[config.mk]
export PLATFORM = sky130hd
export DESIGN_NAME = hazard_scoreboard
export DESIGN_NICKNAME = d
export VERILOG_FILES = /design/src/rtl/rr_pkg.sv /design/src/rtl/scoreboard_entry.sv /design/src/rtl/hazard_scoreboard.sv
export SDC_FILE = /design/constraint.sdc
export NUM_CORES = 1
export LEC_CHECK = 0
export CAP_MARGIN = 15
export CORE_MARGIN = 5
export CORE_UTILIZATION = 62
export DETAILED_ROUTE_END_ITERATION = 10
export PLACE_DENSITY = 0.79
export SETUP_SLACK_MARGIN = 0.4
export SYNTH_ARGS = -nofsm -noshare
export SYNTH_HDL_FRONTEND = slang
export SYNTH_SLANG_ARGS = --single-unit
[constraint.sdc]
create_clock -name clk -period 18 [get_ports clk]
set_input_delay 5.4 -clock clk [delete_from_list [all_inputs] [get_ports clk]]
set_output_delay 5.4 -clock clk [all_outputs]
set_load 0.03 [all_outputs]
[src/rtl/rr_pkg.sv]
// -----------------------------------------------------------------------------
// rr_pkg
// Shared types and constants for the register-read hazard scoreboard.
//   fwd_sel_t      : operand source selection driven to the rr operand muxes
//   LAT_*          : latency classes carried with each issued instruction
//   WB_AGE_DEFAULT : age at which a producer sits in wb
//   AGE_W_DEFAULT  : width of the per-register age counter
// -----------------------------------------------------------------------------
package rr_pkg;

  typedef enum logic [1:0] {
    FWD_RF  = 2'd0,
    FWD_EX  = 2'd1,
    FWD_MEM = 2'd2,
    FWD_WB  = 2'd3
  } fwd_sel_t;

  localparam logic [1:0] LAT_NONE = 2'd0;
  localparam logic [1:0] LAT_ALU  = 2'd1;
  localparam logic [1:0] LAT_LOAD = 2'd2;

  localparam int WB_AGE_DEFAULT = 3;
  localparam int AGE_W_DEFAULT  = 2;

  // The reserved latency code 3 behaves like a load.
  function automatic logic [1:0] norm_lat(input logic [1:0] lat);
    return (lat == 2'd3) ? LAT_LOAD : lat;
  endfunction

endpackage

[src/rtl/scoreboard_entry.sv]
// -----------------------------------------------------------------------------
// scoreboard_entry
// Tracks one architectural register's in-flight producer.
// Ports:
//   clk, rst_n   : clock, asynchronous active-low reset
//   advance_i    : pipeline moves this cycle (low = downstream freeze)
//   set_i        : a new producer for this register is accepted this cycle
//   set_lat_i    : latency class of the new producer
//   busy_o       : a producer is in flight
//   age_o        : stages travelled since rr (1=EX, 2=MEM, 3=WB)
//   ready_o      : result is forwardable (age >= latency)
// -----------------------------------------------------------------------------
module scoreboard_entry
  import rr_pkg::*;
#(
  parameter int AGE_W  = AGE_W_DEFAULT,
  parameter int WB_AGE = WB_AGE_DEFAULT
) (
  input  logic             clk,
  input  logic             rst_n,
  input  logic             advance_i,
  input  logic             set_i,
  input  logic [1:0]       set_lat_i,
  output logic             busy_o,
  output logic [AGE_W-1:0] age_o,
  output logic             ready_o
);

  logic             busy_q, busy_d;
  logic [AGE_W-1:0] age_q, age_d;
  logic [1:0]       lat_q, lat_d;

  // A new producer enters ex on the same edge it is accepted, so it starts at
  // age 1. It overrides any older producer, including one retiring this edge.
  always_comb begin
    busy_d = busy_q;
    age_d  = age_q;
    lat_d  = lat_q;
    if (advance_i) begin
      if (set_i) begin
        busy_d = 1'b1;
        age_d  = AGE_W'(1);
        lat_d  = norm_lat(set_lat_i);
      end else if (busy_q) begin
        if (age_q == AGE_W'(WB_AGE)) begin
          busy_d = 1'b0;
          age_d  = '0;
          lat_d  = LAT_NONE;
        end else begin
          age_d = age_q + AGE_W'(1);
        end
      end
    end
  end

  always_ff @(posedge clk or negedge rst_n) begin
    if (!rst_n) begin
      busy_q <= 1'b0;
      age_q  <= '0;
      lat_q  <= LAT_NONE;
    end else begin
      busy_q <= busy_d;
      age_q  <= age_d;
      lat_q  <= lat_d;
    end
  end

  assign busy_o  = busy_q;
  assign age_o   = age_q;
  assign ready_o = int'(age_q) >= int'(lat_q);

endmodule

[src/rtl/hazard_scoreboard.sv]
// -----------------------------------------------------------------------------
// hazard_scoreboard
// Operand hazard scoreboard for the rr stage of the rr -> ex -> mem -> wb
// pipeline. Decides whether the rr instruction issues or stalls and picks the
// forwarding source of each operand.
// Ports:
//   clk, reset                    : clock, asynchronous active-low reset
//   i_issue_valid/rd/lat          : rr instruction and its destination/latency
//   i_rs1_number/used, i_rs2_*    : rr source operands
//   i_pipeline_stall              : downstream freeze
//   i_load_new_pc                 : redirect, kills the rr instruction
//   o_stall                       : hold rr
//   o_rs1_fwd_sel, o_rs2_fwd_sel  : 0=regfile 1=EX 2=MEM 3=WB
//   o_busy_count                  : number of in-flight producers
// -----------------------------------------------------------------------------
module hazard_scoreboard
  import rr_pkg::*;
#(
  parameter int AGE_W  = AGE_W_DEFAULT,
  parameter int WB_AGE = WB_AGE_DEFAULT,
  parameter int NREG   = 32
) (
  input  logic       clk,
  input  logic       reset,
  input  logic       i_issue_valid,
  input  logic [4:0] i_issue_rd,
  input  logic [1:0] i_issue_lat,
  input  logic [4:0] i_rs1_number,
  input  logic [4:0] i_rs2_number,
  input  logic       i_rs1_used,
  input  logic       i_rs2_used,
  input  logic       i_pipeline_stall,
  input  logic       i_load_new_pc,
  output logic       o_stall,
  output logic [1:0] o_rs1_fwd_sel,
  output logic [1:0] o_rs2_fwd_sel,
  output logic [5:0] o_busy_count
);

  logic [NREG-1:0] busy;
  logic [NREG-1:0] ready;
  logic [AGE_W-1:0] age [NREG];

  logic     accept;
  logic     hazard;
  logic     rs1_hazard, rs2_hazard;
  fwd_sel_t rs1_fwd, rs2_fwd;

  // x0 is never a producer, so slot 0 is tied off.
  assign busy[0]  = 1'b0;
  assign ready[0] = 1'b0;
  assign age[0]   = '0;

  for (genvar r = 1; r < NREG; r++) begin : g_entry
    scoreboard_entry #(
      .AGE_W (AGE_W),
      .WB_AGE(WB_AGE)
    ) u_entry (
      .clk      (clk),
      .rst_n    (reset),
      .advance_i(!i_pipeline_stall),
      .set_i    (accept && (i_issue_rd == 5'(r))),
      .set_lat_i(i_issue_lat),
      .busy_o   (busy[r]),
      .age_o    (age[r]),
      .ready_o  (ready[r])
    );
  end

  // An operand whose producer is not yet forwardable is a hazard and reads
  // the regfile selection; otherwise the producer's age names its stage.
  always_comb begin
    rs1_hazard = 1'b0;
    rs1_fwd    = FWD_RF;
    if (i_rs1_used && (i_rs1_number != 5'd0) && busy[i_rs1_number]) begin
      if (ready[i_rs1_number]) rs1_fwd = fwd_sel_t'(2'(age[i_rs1_number]));
      else                     rs1_hazard = 1'b1;
    end
  end

  always_comb begin
    rs2_hazard = 1'b0;
    rs2_fwd    = FWD_RF;
    if (i_rs2_used && (i_rs2_number != 5'd0) && busy[i_rs2_number]) begin
      if (ready[i_rs2_number]) rs2_fwd = fwd_sel_t'(2'(age[i_rs2_number]));
      else                     rs2_hazard = 1'b1;
    end
  end

  // A redirect kills the rr instruction, so there is nothing to hold.
  always_comb begin
    hazard  = i_issue_valid && (rs1_hazard || rs2_hazard);
    o_stall = !i_load_new_pc && (hazard || i_pipeline_stall);
    accept  = i_issue_valid && !o_stall && !i_load_new_pc &&
              (i_issue_rd != 5'd0) && (i_issue_lat != LAT_NONE);
  end

  always_comb begin
    o_busy_count = '0;
    for (int r = 0; r < NREG; r++) begin
      o_busy_count = o_busy_count + 6'(busy[r]);
    end
  end

  assign o_rs1_fwd_sel = rs1_fwd;
  assign o_rs2_fwd_sel = rs2_fwd;

endmodule

==> results of run 1 <==
==> layout by cell type, fill, tap and decap left out, types with 5 or more instances in the layout <==
| master | count |
|---|---|
| a21oi_1 | 47 |
| mux2i_1 | 102 |
| o22ai_1 | 16 |
| o21ai_0 | 22 |
| nor3_2 | 13 |
| nor3_1 | 18 |
| or2_2 | 5 |
| clkdlybuf4s50_1 | 29 |
| fa_1 | 23 |
| clkbuf_16 | 17 |
| or3_1 | 6 |
| o21ai_1 | 14 |
| a211oi_1 | 11 |
| inv_1 | 123 |
| buf_4 | 8 |
| dfrtp_1 | 155 |
| ha_1 | 100 |
| nor2b_1 | 28 |
| o22ai_2 | 8 |
| a2111oi_0 | 9 |
| a211o_1 | 20 |
| mux4_2 | 54 |
| nor3_4 | 21 |
| nand2_1 | 131 |
| nor2_1 | 99 |
| nand2b_1 | 50 |
==> state kept, by name, indices dropped and copies added (netlist names) <==
| register | count |
|---|---|
| g_entry.u_entry.lat_q | 62 |
| g_entry.u_entry.busy_o | 31 |
| g_entry.u_entry.age_o | 62 |
==> synthesized netlist by cell type, drive strengths merged, types with 2 or more instances <==
library cell    n
xnor2           2
clkbuf         20
a211o          20
nand2b         50
a22oi           3
nor3           52
nor4            4
nor2b          28
and3            4
fa             23
a311oi          2
or3             6
a2111oi        12
mux4           55
nor2           99
inv           127
buf            24
o211ai          3
a221oi          3
nand4b          2
ha            100
a31oi           2
dfrtp         155
a211oi         12
nand2         133
nand4           4
nand3           4
mux2i         102
a21o            4
nand3b          4
o22ai          24
a21oi          47
o21ai          36
or2             7
==> routing by layer <==
layer / global-route usage / share of wire / wire [µm] / up-vias
met4: 0.148 / 0.050 / 1720 / 2
met1: 0.440 / 0.40 / 13800 / 4604
li1: - / - / - / 4217
met5: 0 / 0.00041 / 14 / -
met2: 0.481 / 0.45 / 15500 / 469
met3: 0.0933 / 0.10 / 3460 / 105
==> power by group through the flow <==
| stage | logic, mW | clock network, mW | registers [mW] |
|---|---|---|---|
| finish | 1.02 | 0.387 | 0.601 |
| global route | 1.12 | 0.405 | 0.613 |
| CTS | 1.02 | 0.390 | 0.593 |
| detailed placement | 1.01 | 0 | 0.597 |
| global placement | 0.977 | 0 | 0.592 |
| floorplan | 0.739 | 0 | 0.538 |
==> path summary, 6_finish.rpt <==
kind | startpoint | endpoint | slack (ns) | cells after the start
worst max-delay path | i_rs1_number[2] | o_stall | 3.31 | 9
worst min-delay path | g_entry[9].u_entry.lat_q[1] | g_entry[9].u_entry.lat_q[1] | 0.52 | 2
worst max register to register | g_entry[6].u_entry.age_o[0] | g_entry[16].u_entry.busy_o | 13.41 | 12
worst min register to register | g_entry[9].u_entry.lat_q[1] | g_entry[9].u_entry.lat_q[1] | 0.52 | 2
max in group asynchronous | reset | g_entry[21].u_entry.age_o[0] | 11.54 | 2
min in group asynchronous | reset | g_entry[9].u_entry.lat_q[0] | 5.03 | 1
==> layout make-up <==
| type | instances | area (µm²) | share of cell area |
|---|---|---|---|
| inverter | 127 | 477 | 0.0363 |
| clock inverter | 14 | 183 | 0.0139 |
| clock buffer | 18 | 439 | 0.0334 |
| multi-input combinational | 857 | 7430 | 0.566 |
| sequential | 155 | 3880 | 0.295 |
| tap | 265 | 332 | 0.0252 |
| timing repair buffer | 43 | 393 | 0.0299 |
==> kinds of logic after synthesis <==
| kind of cell | Yosys count | share of synthesized area |
|---|---|---|
| mux | 158 | 0.189 |
| compound gates | 175 | 0.102 |
| buf+inv | 171 | 0.0616 |
| simple gates | 398 | 0.182 |
| xor+xnor | 3 | 0.00218 |
| flops | 155 | 0.322 |
| fa+ha+maj | 123 | 0.142 |
==> worst reg2reg max path, stage by stage, from the launching register on <==
cell	delay, ns
dfrtp_1	0.48
inv_1	0.07
ha_1	0.28
nand2b_1	0.14
a21oi_1	0.43
a22oi_1	0.17
a311oi_1	0.36
a2111oi_2	0.15
nor4_4	0.39
buf_4	0.66
or2_1	0.77
buf_4	0.41
o22ai_2	0.16
==> stage by stage <==
step / hold WS (ns) / setup slack (ns) / total power, mW / cells
2_1_floorplan: 0.500 / 4.86 / 1.28 / 1183
3_3_place_gp: 0.514 / 3.49 / 1.57 / 1446
3_5_place_dp: 0.518 / 3.37 / 1.60 / 1446
4_1_cts: 0.527 / 3.36 / 2.00 / 1478
5_1_grt: 0.541 / 3.10 / 2.14 / 1479
6_report: 0.522 / 3.31 / 2.01 / 1479
==> impl_metrics.yaml, run 1 <==
floorplan:
  die_x_um: 149
  rows: 51
  start_util: 0.625
  die-area_um2: 22300
  core_um2: 19300
  die_h_um: 149
  ios: 35
yosys:
  ys_ff_latch: 155
  syn_nets: 1330
  yosysTopAreaCell: "dfrtp_1"
  synth_cell_type_count: 62
  yosysWarnings: 0
  synth_ff_type: "dfrtp_1"
  synthArstFlopShare: 1.00
  syn_area_per_cell_um2: 10.2
  synth_edf_count: 0
  netlist_area_um2: 12000
  yosysTopAreaCellShare: 0.322
  synth-seq-area-share: 0.322
  synthTopCellsByArea: "dfrtp_1 32%, ha_1 10%, mux4_2 10%"
  synthCells: 1183
finish:
  design_area_um2: 13100
  fillCellCount: 1457
  n_antenna_cell: 0
  fin_nets: 1348
  utilization: 0.682
  syn_to_final_growth_pct: 9.08
  drive_gt1_frac: 0.135
clock_network:
  root_buffer: "clkbuf_16"
  clkTransAtPathRegs_ns: 0.06
  clkLatencyLatePin_ns: 0.44
  cts_resized: 0
  cts_hold_buf: 0
  cts_tree: "built"
  cts.sinks: 155
  postCtsSetupBuffers: 0
  cts-htree-levels: 4
  clk_path_buf_depth: 2
  numCtsBuffers: 17
sta:
  skew_ns: 0.0132
  setup-tns-final_ns: 0
  rsz0062_at_grt: "no"
  min_period_ns: 14.69
  finalSetupViolations: 0
  final_hold_viol_count: 0
  slew_violations: 0
  max_slew.worst_pin.slew_ns: 1.11
  slew_headroom: 0.256
  max_freq_ghz: 0.0681
  period_share: 0.816
route:
  drc_errors: 0
  via_per_inst: 6.35
  wirelength_um: 34500
  firstDrtPassIters: 8
  route.antenna.remaining_nets: 0
  wl_per_cell_um: 23.3
  drt_iter0_drc: 1056
  vias: 9397
power_and_ir_drop:
  sw_frac_of_total: 0.438
  p_int_mw: 1.13
  powerDensity_nw_per_um2: 153
  p_sw_mw: 0.881
  clkPwrFrac: 0.193
  seqPwrFrac: 0.299
  p_leak_nw: 5.68
  power_frac_comb: 0.508
  peakVddDrop_v: 0.000202
critical_path:
  cp.required_ns: 12.60
  crit_top_cell: "clkdlybuf4s50_1"
  cpMaxStageDelayCell: "clkdlybuf4s50_1"
  endpoint_kind: "output port"
  cp-start-kind: "primary input"
  crit_fanout: 25
  max_stage_delay_ns: 0.95
  path_cells: "clkdlybuf4s50_1 > inv_1 > nor4_1 > a211oi_1 > nor4_2 > nor4_4 > buf_4 > or3_1 > clkdlybuf4s50_1"
  arrival_ns: 9.29
  critPathBufInv: 4
  critical_path_class: "in2out"
  path_delay_family: "buffers and inverters"
min_path:
  hp-class: "reg2reg"
placement:
  port_buffers: 34
  placed_area_um2: 12500
  dpl.hpwl_um: 25100
  gp_routability_congestion: 1.06
global_routing:
  grt_max_degree: 89
  grt_use_total: 0.323
  grt_first_pass_wirelength_um: 54300
  antenna_found_initial: 1
  grt-ovfl-total: 0
  grt_pass1_vias: 9507
run_status:
  status: "completed"
run:
  cap_violations: 0
Power figures use the tool's default switching activity.
==> run 2, diff against run 1 <==
--- a/config.mk
+++ b/config.mk
@@ -7,9 +7,9 @@
 export LEC_CHECK = 0
 export CAP_MARGIN = 15
 export CORE_MARGIN = 5
-export CORE_UTILIZATION = 62
+export CORE_UTILIZATION = 57
 export DETAILED_ROUTE_END_ITERATION = 10
-export PLACE_DENSITY = 0.79
+export PLACE_DENSITY = 0.77
 export SETUP_SLACK_MARGIN = 0.4
 export SYNTH_ARGS = -nofsm -noshare
 export SYNTH_HDL_FRONTEND = slang
==> constraint.sdc (replaced) <==
create_clock -name clk -period 12.5 [get_ports clk]
set_input_delay 3.75 -clock clk [delete_from_list [all_inputs] [get_ports clk]]
set_output_delay 3.75 -clock clk [all_outputs]
set_load 0.03 [all_outputs]
==> run 2 against run 1 <==
Against the previous run: sequential cell count unchanged; first-iteration DRC count down 14%; setup slack worse by 2.1 ns; largest cell class unchanged; largest power group unchanged; total power up 42%; global-route usage down 2.4 points; non-clock buffer count up 1.
==> impl_metrics.yaml, run 2 (synthesis gave the netlist of run 1 again) <==
run_status:
  status: "completed"
finish:
  syn_to_final_growth_pct: 8.96
  drive_gt1_frac: 0.135
  n_antenna_cell: 0
  final_cell_mix: "155 x dfrtp_1, 131 x nand2_1, 122 x inv_1, 102 x mux2i_1, 100 x ha_1"
  final_common_cell: "dfrtp_1"
  fin_nets: 1349
sta:
  skew_ns: 0.0156
  slew_violations: 0
  min_period_ns: 11.28
  rsz0062_at_grt: "no"
  finalSetupViolations: 0
  slew_headroom: 0.174
  max_slew.worst_pin.slew_ns: 1.23
  max_freq_ghz: 0.0886
  setup-tns-final_ns: 0
  finalWorstSetupSlack_ns: 1.22
  final_hold_viol_count: 0
  period_share: 0.902
clock_network:
  cts_resized: 0
  clk_path_buf_depth: 2
  numCtsBuffers: 17
  clkTransAtPathRegs_ns: 0.06
  postCtsSetupBuffers: 0
  cts.sinks: 155
  cts_tree: "built"
  cts_hold_buf: 0
  cts-htree-levels: 4
  root_buffer: "clkbuf_16"
  clkLatencyLatePin_ns: 0.44
floorplan:
  die_h_um: 155
  ios: 35
  rows: 53
  die_x_um: 155
  core_um2: 20900
  start_util: 0.576
  die-area_um2: 24100
global_routing:
  grt_util_met1: 0.406
  grt_max_degree: 86
  grt-ovfl-total: 0
  grt_use_total: 0.299
  grt_first_pass_wirelength_um: 55300
  grt_pass1_vias: 9484
  gr-usage-met2: 0.451
  gr-usage-met3: 0.0857
  top_usage_layer: "met2"
  antenna_found_initial: 0
route:
  drt_iter0_drc: 911
  firstDrtPassIters: 5
  vias: 9486
  drc_errors: 0
  route.antenna.remaining_nets: 0
  wl_per_cell_um: 23.3
  via_per_inst: 6.37
  wirelength_um: 34700
power_and_ir_drop:
  powerDensity_nw_per_um2: 218
  power.total_mw: 2.86
  p_leak_nw: 5.66
  peakVddDrop_v: 0.000403
placement:
  gp_routability_congestion: 1.02
  place_ws_ns: 1.29
  dpl.hpwl_um: 25800
  port_buffers: 34
run:
  cap_violations: 0
critical_path:
  cp-start-kind: "primary input"
  crit_fanout: 15
  endpoint_kind: "output port"
  critical_path_class: "in2out"
  cp.required_ns: 8.75
  arrival_ns: 7.53
min_path:
  hp-class: "reg2reg"
[run 2: cell type report]
class	instances	area, µm²
fill	1710	7770
multi-input combinational	857	7430
sequential	155	3880
inverter	127	477
clock buffer	18	429
timing repair buffer	44	397
tap	275	344
clock inverter	14	161
[run 2: worst paths after layout]
kind | depth (start not counted) | to | slack (ns) | start
min reg2reg | 2 | g_entry[25].u_entry.lat_q[1] | 0.53 | g_entry[25].u_entry.lat_q[1]
min | 2 | g_entry[25].u_entry.lat_q[1] | 0.53 | g_entry[25].u_entry.lat_q[1]
max in group asynchronous | 2 | g_entry[21].u_entry.busy_o | 7.76 | reset
max | 8 | o_rs2_fwd_sel[1] | 1.22 | i_rs2_number[1]
max reg2reg | 12 | g_entry[17].u_entry.busy_o | 8.19 | g_entry[6].u_entry.age_o[0]
min in group asynchronous | 1 | g_entry[3].u_entry.age_o[0] | 3.33 | reset
[run 2: critical path: stages]
cell and delay (ns):
clkdlybuf4s50_1 1.03, nor2_1 0.35, a21oi_1 0.23, nand4_1 0.15, a2111oi_2 0.78, nor2_1 0.14
nor3_1 0.35, clkdlybuf4s50_1 0.74
[run 2: power breakdown]
part,internal (mW),switching [mW],leakage (nW),total (mW)
sequential,0.644,0.221,2.03,0.865
combinational,0.654,0.806,3.35,1.46
clock,0.299,0.235,0.277,0.534
total,1.60,1.26,5.66,2.86
[run 2: routing by layer]
metal	routed length (µm)	share of wire
met5	0	0
met4	1600	0.046
met3	3330	0.096
met2	15500	0.45
met1	14300	0.41
[run 2: stage by stage]
stage	util	hold WS [ns]	instances	cell area [µm²]
after floorplan	-	0.500	1183	12000
after global placement	0.600	0.513	1458	12500
after detailed placement	0.600	0.516	1458	12500
after global routing	0.628	0.539	1490	13100
final	0.628	0.526	1490	13100
after CTS	0.628	0.528	1490	13100
